**config.mk**
```make
export PLATFORM = sky130hd
export DESIGN_NAME = ce_gen_multi
export DESIGN_NICKNAME = d
export VERILOG_FILES = /design/src/rtl/ce_gen_pkg.sv /design/src/rtl/ce_gen_chan.sv /design/src/rtl/ce_gen_multi.sv
export SDC_FILE = /design/constraint.sdc
export NUM_CORES = 1
export LEC_CHECK = 0
export ABC_AREA = 1
export CAP_MARGIN = 20
export CORE_MARGIN = 4
export CORE_UTILIZATION = 55
export DETAILED_ROUTE_END_ITERATION = 8
export HOLD_SLACK_MARGIN = 0.12
export PLACE_DENSITY = 0.85
export SYNTH_ARGS = -nofsm -noshare
export SYNTH_HDL_FRONTEND = slang
export SYNTH_SLANG_ARGS = --single-unit
```
**constraint.sdc**
```tcl
create_clock -name clk -period 1.4 [get_ports clk]
set_input_delay 0.21 -clock clk [delete_from_list [all_inputs] [get_ports clk]]
set_output_delay 0.21 -clock clk [all_outputs]
set_load 0.01 [all_outputs]
```
**src/rtl/ce_gen_pkg.sv**
```systemverilog
// ---------------------------------------------------------------------------
// ce_gen_pkg
// Shared types and reset defaults for the multi-channel clock-enable generator.
//
// Contents:
//    CE_MAX_W      widest supported divide count; config fields are stored at
//                  this width and narrowed to DIV_WIDTH inside each channel
//    CE_RST_DIV    default reset divide count
//    CE_RST_DIV2   default reset divide-by-2 mode
//    ce_cfg_t      one channel configuration (div, div2, and phase when the
//                  CE_GEN_PHASE_EN macro is defined)
//    reset_cfg()   builds the reset configuration
//    sync_load()   counter value loaded when sync_i realigns a channel
//
// Optional feature: define CE_GEN_PHASE_EN to add the per-channel phase.
// ---------------------------------------------------------------------------
package ce_gen_pkg;

   localparam int CE_MAX_W    = 16;
   localparam int CE_RST_DIV  = 31;
   localparam bit CE_RST_DIV2 = 1'b0;

   typedef struct packed {
      logic [CE_MAX_W-1:0] div;
      logic                div2;
`ifdef CE_GEN_PHASE_EN
      logic [CE_MAX_W-1:0] phase;
`endif
   } ce_cfg_t;

   // The reset phase is all ones so that min(phase, div) collapses to div:
   // a channel nobody has configured realigns exactly like the phase-less build.
   function automatic ce_cfg_t reset_cfg(input int div, input logic div2);
      ce_cfg_t c;
      c.div  = CE_MAX_W'(div);
      c.div2 = div2;
`ifdef CE_GEN_PHASE_EN
      c.phase = '1;
`endif
      return c;
   endfunction

   function automatic logic [CE_MAX_W-1:0] sync_load(input ce_cfg_t c);
`ifdef CE_GEN_PHASE_EN
      return (c.phase < c.div) ? c.phase : c.div;
`else
      return c.div;
`endif
   endfunction

endpackage

```
**src/rtl/ce_gen_chan.sv**
```systemverilog
// ---------------------------------------------------------------------------
// ce_gen_chan
// One clock-enable channel: a down-counter with an active and a shadow
// configuration. Shadow updates are applied only at a terminal count or on
// sync_i, so a period is never cut short.
//
// Ports:
//    clk        rising-edge clock
//    rst_n      asynchronous active-low reset
//    sync_i     realign: apply pending config, clear toggle, reload counter
//    wr_i       configuration write addressed to this channel
//    wr_cfg_i   configuration carried by the write
//    pending_o  a written configuration is waiting to be applied
//    ce_o       registered clock-enable pulse
//
// Optional feature: CE_GEN_PHASE_EN (phase carried inside ce_cfg_t).
// ---------------------------------------------------------------------------
module ce_gen_chan
   import ce_gen_pkg::*;
#(
   parameter int DIV_WIDTH    = 8,
   parameter int DEFAULT_DIV  = CE_RST_DIV,
   parameter bit DEFAULT_DIV2 = CE_RST_DIV2
) (
   input  logic    clk,
   input  logic    rst_n,
   input  logic    sync_i,
   input  logic    wr_i,
   input  ce_cfg_t wr_cfg_i,
   output logic    pending_o,
   output logic    ce_o
);

   localparam ce_cfg_t RST_CFG = reset_cfg(DEFAULT_DIV, DEFAULT_DIV2);

   ce_cfg_t              active_q;
   ce_cfg_t              shadow_q;
   ce_cfg_t              sync_cfg;
   logic [DIV_WIDTH-1:0] cnt_q;
   logic                 toggle_q;
   logic                 pending_q;
   logic                 ce_q;
   logic                 tc;

   assign tc = (cnt_q == '0);

   // Configuration that a sync adopts: a write in the same cycle wins over an
   // older pending shadow, which in turn wins over the active setting.
   always_comb begin
      sync_cfg = active_q;
      if (wr_i) begin
         sync_cfg = wr_cfg_i;
      end else if (pending_q) begin
         sync_cfg = shadow_q;
      end
   end

   // ce_o is computed from the current counter and active mode before any
   // reload, so a terminal count coinciding with sync still produces its pulse.
   // A write landing on the same edge as an unsynced terminal count stays
   // pending for the following period; the older shadow is applied now.
   always_ff @(posedge clk or negedge rst_n) begin
      if (!rst_n) begin
         cnt_q     <= DIV_WIDTH'(DEFAULT_DIV);
         active_q  <= RST_CFG;
         shadow_q  <= RST_CFG;
         toggle_q  <= 1'b0;
         pending_q <= 1'b0;
         ce_q      <= 1'b0;
      end else begin
         ce_q <= tc & (~active_q.div2 | toggle_q);
         if (wr_i) begin
            shadow_q <= wr_cfg_i;
         end
         if (sync_i) begin
            active_q  <= sync_cfg;
            cnt_q     <= DIV_WIDTH'(sync_load(sync_cfg));
            toggle_q  <= 1'b0;
            pending_q <= 1'b0;
         end else begin
            pending_q <= wr_i | (pending_q & ~tc);
            if (tc) begin
               if (pending_q) begin
                  active_q <= shadow_q;
                  cnt_q    <= DIV_WIDTH'(shadow_q.div);
                  toggle_q <= 1'b0;
               end else begin
                  cnt_q    <= DIV_WIDTH'(active_q.div);
                  toggle_q <= ~toggle_q;
               end
            end else begin
               cnt_q <= cnt_q - DIV_WIDTH'(1);
            end
         end
      end
   end

   assign pending_o = pending_q;
   assign ce_o      = ce_q;

endmodule

```
**src/rtl/ce_gen_multi.sv**
```systemverilog
// ---------------------------------------------------------------------------
// ce_gen_multi
// NCH independent programmable clock-enable generators sharing one clock,
// one configuration write port and one realignment pulse.
//
// Parameters:
//    NCH          number of channels (1..16)
//    DIV_WIDTH    divide-count width (1..16)
//    DEFAULT_DIV  reset divide count of every channel
//    DEFAULT_DIV2 reset divide-by-2 mode of every channel
//
// Ports:
//    clk          rising-edge clock
//    rst_n        asynchronous active-low reset
//    sync_i       one-cycle pulse realigning all channels
//    cfg_wr_i     configuration write strobe
//    cfg_ch_i     target channel; values >= NCH are ignored
//    cfg_div_i    new divide count (period div+1)
//    cfg_div2_i   new divide-by-2 mode (period 2*(div+1))
//    cfg_phase_i  new phase offset (only with CE_GEN_PHASE_EN)
//    pending_o    per channel: configuration waiting to be applied
//    ce_o         per channel: registered clock-enable pulse
//
// Optional feature: define CE_GEN_PHASE_EN to add per-channel phase offsets
// used when sync_i realigns the counters.
// ---------------------------------------------------------------------------
module ce_gen_multi
   import ce_gen_pkg::*;
#(
   parameter int  NCH          = 4,
   parameter int  DIV_WIDTH    = 8,
   parameter int  DEFAULT_DIV  = CE_RST_DIV,
   parameter bit  DEFAULT_DIV2 = CE_RST_DIV2,
   localparam int CH_W         = (NCH > 1) ? $clog2(NCH) : 1
) (
   input  logic                 clk,
   input  logic                 rst_n,
   input  logic                 sync_i,
   input  logic                 cfg_wr_i,
   input  logic [CH_W-1:0]      cfg_ch_i,
   input  logic [DIV_WIDTH-1:0] cfg_div_i,
   input  logic                 cfg_div2_i,
`ifdef CE_GEN_PHASE_EN
   input  logic [DIV_WIDTH-1:0] cfg_phase_i,
`endif
   output logic [NCH-1:0]       pending_o,
   output logic [NCH-1:0]       ce_o
);

   ce_cfg_t wr_cfg;

   // Widen the write data once; every channel sees the same struct and only
   // the addressed one acts on it.
   always_comb begin
      wr_cfg      = '0;
      wr_cfg.div  = CE_MAX_W'(cfg_div_i);
      wr_cfg.div2 = cfg_div2_i;
`ifdef CE_GEN_PHASE_EN
      wr_cfg.phase = CE_MAX_W'(cfg_phase_i);
`endif
   end

   for (genvar g = 0; g < NCH; g++) begin : g_chan
      logic wr_hit;

      // Out-of-range channel numbers never match any g, so they are dropped.
      assign wr_hit = cfg_wr_i && (cfg_ch_i == CH_W'(g));

      ce_gen_chan #(
         .DIV_WIDTH   (DIV_WIDTH),
         .DEFAULT_DIV (DEFAULT_DIV),
         .DEFAULT_DIV2(DEFAULT_DIV2)
      ) u_chan (
         .clk       (clk),
         .rst_n     (rst_n),
         .sync_i    (sync_i),
         .wr_i      (wr_hit),
         .wr_cfg_i  (wr_cfg),
         .pending_o (pending_o[g]),
         .ce_o      (ce_o[g])
      );
   end

endmodule

```
# Word-level counts from Yosys, hierarchy flattened
# Index checks and enable logic that the tools add are counted.
# classes
addsub	4
n_reduce_logical	13
bitwise	28
mux	44
n_eq_ne	3
# op_table
cell	n
17-bit 2-to-1 mux	16
8-bit 2-to-1 mux	12
8-bit zero test	4
8-bit by 1-bit subtractor with 8-bit output (second input constant)	4
1-bit 2-to-1 mux	16
1-bit inverter	12
1-bit AND	8
1-bit bitwise OR	8
2-bit nonzero test	4
2-bit equality test (second input constant)	2
1-bit logical AND	4
2-bit by 1-bit equality test with 1-bit output (second input constant)	1
2-bit zero test	1
# word_totals
elab_cells	124
output_inout_bits	8
in_bits	15
reg_bits	148

# Longest topological paths before layout
# logic_depth
word_depth	5
depth_mapped	9
depth_no_buf	8

# Cells and area by module
# From an unflattened synthesis, not the netlist that was laid out.
# hier_totals
hier_cells	789
hier_area_um2	6199.7
# modules_own_cells
module	cells_each	seq_area_each_um2	n_inst	area_each_um2
ce_gen_chan	195	744.5	4	1541.5
ce_gen_multi	9	0.0	1	33.8

# Least setup slack after synthesis
# No wires, ideal clock.
# synth_path
path_type	register to register
start	register g_chan[3].u_chan.cnt_q[0]
end	register g_chan[3].u_chan.cnt_q[6]
arrival_time_ns	1.464
period_less_slack_ns	1.529
t_required_ns	1.335
n_path_buf	1
path_stages_with_launch	9
setup_slack_ns	-0.129
setup_ns	0.065
path_cell_list	dfstp_2 inv_1 ha_1 nand3_1 nor2_4 nor2_2 buf_4 nand3_1 nand2_1
# synth_via
elab_chain_len	3
word_cells_on_any_way	4
classes_between	add/sub (1); mux (2); reduce/logical (1)
# synth_lines
item	line_no	source
start: declaration	ce_gen_chan.sv:39	logic [DIV_WIDTH-1:0] cnt_q;
start signal: assignment	ce_gen_chan.sv:64	cnt_q <= DIV_WIDTH'(DEFAULT_DIV);
start signal: assignment	ce_gen_chan.sv:77	cnt_q <= DIV_WIDTH'(sync_load(sync_cfg));
start signal: assignment	ce_gen_chan.sv:85	cnt_q <= DIV_WIDTH'(shadow_q.div);
8-bit by 1-bit subtractor with 8-bit output or 8-bit zero test (tied branches)	ce_gen_chan.sv:92, ce_gen_chan.sv:45	
8-bit 2-to-1 mux *	ce_gen_chan.sv:82	if (tc) begin
8-bit 2-to-1 mux *	ce_gen_chan.sv:75	if (sync_i) begin
# Mark *: on every way between the ends. The rest lies on a longest branch, timed or not.
# A chain may end at the register's enable or synchronous reset.

# Worst setup path after layout
# layout_path
start	register g_chan[3].u_chan.cnt_q[0]
end	register g_chan[3].u_chan.active_q[7] in the netlist's numbering
# layout_via
elab_chain_len	2
# layout_lines
item	line_no	source
8-bit zero test	ce_gen_chan.sv:45	assign tc = (cnt_q == '0);
2-bit nonzero test (no line)	--	
end signal: assignment	ce_gen_chan.sv:76	active_q <= sync_cfg;
end signal: assignment	ce_gen_chan.sv:84	active_q <= shadow_q;
end: declaration	ce_gen_chan.sv:36	ce_cfg_t active_q;
# Every way passes these cells.

==> results.sh <==
export IMPL_status="finished, violations left"
export IMPL_violations="setup timing"
export IMPL_netlist_instances=862
export IMPL_synth_edff_count=0
export IMPL_post_route_period_util_pct=105.1
export IMPL_rows=38
export IMPL_slew_limit_headroom_pct=72.54
export IMPL_syn_mean_instance_area_um2=7.262
export IMPL_cp_max_fo=5
export IMPL_setup_viol=39
export IMPL_postPlaceCellArea_um2=6994
export IMPL_cp_end_kind="flip-flop"
export IMPL_ioPinCount=23
export IMPL_num_vias=6324
export IMPL_cts_sinks=116
export IMPL_grt_max_degree=37
export IMPL_drt_total_wl_mm=18.80
export IMPL_clockBufferDepth=2
export IMPL_cp_start_kind="flip-flop"
export IMPL_grt_ovfl_total=0
export IMPL_crit_type="reg -> reg"
export IMPL_crit_chain="inv_4 -> ha_4 -> nand3_4 -> nor2_4 -> nor2_4 -> buf_12 -> buf_6 -> nand2_1 -> nand2_1"
export IMPL_cts_max_level=4
export IMPL_fin_ws_ns=-0.07197
export IMPL_crit_arrival_ns=1.83
export IMPL_first_pass_iters=6
export IMPL_chipWidth_um=114.7
export IMPL_hold_path_class="in -> async"
export IMPL_yosysMostFrequentCell="nand2_1"
export IMPL_final_hold_viol_count=0
export IMPL_first_iter_violations=759
export IMPL_die_area_um2=13150
export IMPL_fin_crit_ns=1.472
export IMPL_pre_cts_ws_ns=-0.2772
export IMPL_post_dp_hpwl_mm=10.63
export IMPL_area_growth_pct=31.44
export IMPL_grt_pass1_vias=6041
export IMPL_yosysTopAreaCellShare_pct=25.54
export IMPL_synth_seq_area_share_pct=47.57
export IMPL_numPortBuffers=22
export IMPL_synth_top_area_cell="nand2_1"
export IMPL_synth_seq_cells=116
export IMPL_antenna_left=0
export IMPL_start_util_pct=56.99
export IMPL_clkLatencyLatePin_ns=0.43
export IMPL_coreArea_um2=10980
export IMPL_nets=964
export IMPL_grt_pass1_wl_mm=28.78
export IMPL_vias_per_cell=5.781
export IMPL_power_leakage_nw=4.284
export IMPL_cts_tree="done"
export IMPL_max_freq_mhz=679.4
export IMPL_rrSetupSlack_ns=-0.07
export IMPL_tns_ns=-0.9893
export IMPL_netlist_area_um2=6260
export IMPL_antenna_cells=0
export IMPL_ys_warn_count=0
export IMPL_synthArstFlopShare_pct=100.0
export IMPL_slowest_stage="dfstp_2"
export IMPL_worstMarginPinSlew_ns=0.4114
export IMPL_synth_fp_nets=885
export IMPL_cp_slowest_stage_delay_ns=0.54
export IMPL_fin_util_pct=74.91
export IMPL_wl_per_cell_um=17.18
export IMPL_clkSlewWorstSetupHoldPaths_ns=0.06
export IMPL_antenna_found_initial=0
export IMPL_grtUsageTotal_pct=27.70
export IMPL_maxSlewViolCount=0
export IMPL_postLayoutCellArea_um2=8228
export IMPL_drv_cap=0
export IMPL_hold_ws_ns=0.2538
export IMPL_drive_gt1_share_pct=27.88
export IMPL_clockRootBuffer="clkbuf_16"
export IMPL_peakVddDrop_v=0.001377
export IMPL_synth_ff_type="dfstp_2"
export IMPL_drc=0
export IMPL_synth_distinct_cells=23
export IMPL_skew_ns=0.008522
export IMPL_worstPathRequired_ns=1.75
export IMPL_dieHeight_um=114.7
export IMPL_place_gp_congestion=0.9034
export IMPL_cp_top_family="flip-flops"
export IMPL_numCtsBuffers=17
export IMPL_rsz0062_at_grt="true"
export IMPL_synth_common_cells="nand2_1, nand3_1, dfstp_2, dfrtp_1, inv_1"
export IMPL_powerDensity_nw_per_um2=1720
export IMPL_synth_area_leaders="nand2_1, dfstp_2, dfrtp_1"
export IMPL_cp_num_buf_inv=3
## cell type report
type	count	area [um^2]
multi-input cells	655	3268
fillers	703	2755
repair inverters	1	7.507
repair buffers	95	907.1
well taps	140	175.2
clock buffers	23	478.0
inverters	55	215.2
clock inverters	9	197.7
flip-flops and latches	116	2979
## registers in the layout (all words and copies together), names as in the netlist
name and flops:
g_chan.u_chan.shadow_q 36, g_chan.u_chan.pending_o 4, g_chan.u_chan.toggle_q 4, g_chan.u_chan.cnt_q 32, g_chan.u_chan.active_q 36, g_chan.u_chan.ce_o 4
## worst register-to-register path: cells and delay by family, from the launching register on
family	cells	cell delay, ns
DFF	1	0.54
and+or+nand+nor	5	0.42
adders and majority gates	1	0.17
buffers and inverters	3	0.28
## placed cells by master, fill, tap and decap left out, drive strengths merged, types with 8 or more instances in the layout
cell,instances
clkbuf,24
dfrtp,56
nand2,427
ha,8
o21ai,27
nor2,44
dfstp,60
inv,53
clkdlybuf4s50,12
buf,73
nand3,128
nand4,8
## path summary, 6_finish.rpt
| kind | from | end | depth (start not counted) |
|---|---|---|---|
| worst max register to register | g_chan[3].u_chan.cnt_q[0] | g_chan[3].u_chan.active_q[7] | 9 |
| min in group clk | sync_i | g_chan[0].u_chan.active_q[3] | 4 |
| worst max-delay path | g_chan[3].u_chan.cnt_q[0] | g_chan[3].u_chan.active_q[7] | 9 |
| worst min-delay path | rst_n | g_chan[2].u_chan.shadow_q[0] | 2 |
| max in group asynchronous | rst_n | g_chan[3].u_chan.shadow_q[1] | 3 |
| worst min register to register | g_chan[0].u_chan.shadow_q[3] | g_chan[0].u_chan.shadow_q[3] | 2 |
## power breakdown
| group | internal [mW] | switching [mW] |
|---|---|---|
| Combinational | 1.55 | 2.52 |
| Sequential | 4.41 | 0.633 |
| Clock | 3.47 | 1.56 |
## logic make-up after synthesis
logic type | after synthesis | synth area share [%]
xor+xnor | 4 | 0.5596
buf+inv | 91 | 6.756
fa+ha+maj | 8 | 1.599
simple gates | 607 | 40.48
flops | 116 | 47.57
compound gates | 36 | 3.038
## per-layer routing
metal	vias to the layer above	part of all wire (%)	GRT usage (%)
met5	-	0	0
met4	0	4.6	12.83
met3	82	8.7	5.444
met2	353	49	45.21
met1	3013	38	35.57
li1	2876	-	-
## metrics by stage
stage	total power [mW]	cells
floorplan	7.182	862
global placement	7.994	1046
detailed placement	8.120	1046
CTS	13.39	1085
global route	14.90	1094
finish	14.15	1094
## repair_timing
item / CTS / global route
hold buffers: 1 / 0
buffers inserted: 5 / 7
endpoints found under the setup margin: 69 / 75
endpoints found under the hold margin: 70 / 0
cloned: 1 / 2
resized for setup: 26 / 97
pin swaps: 11 / 19
(Power assumes the default switching activity.)
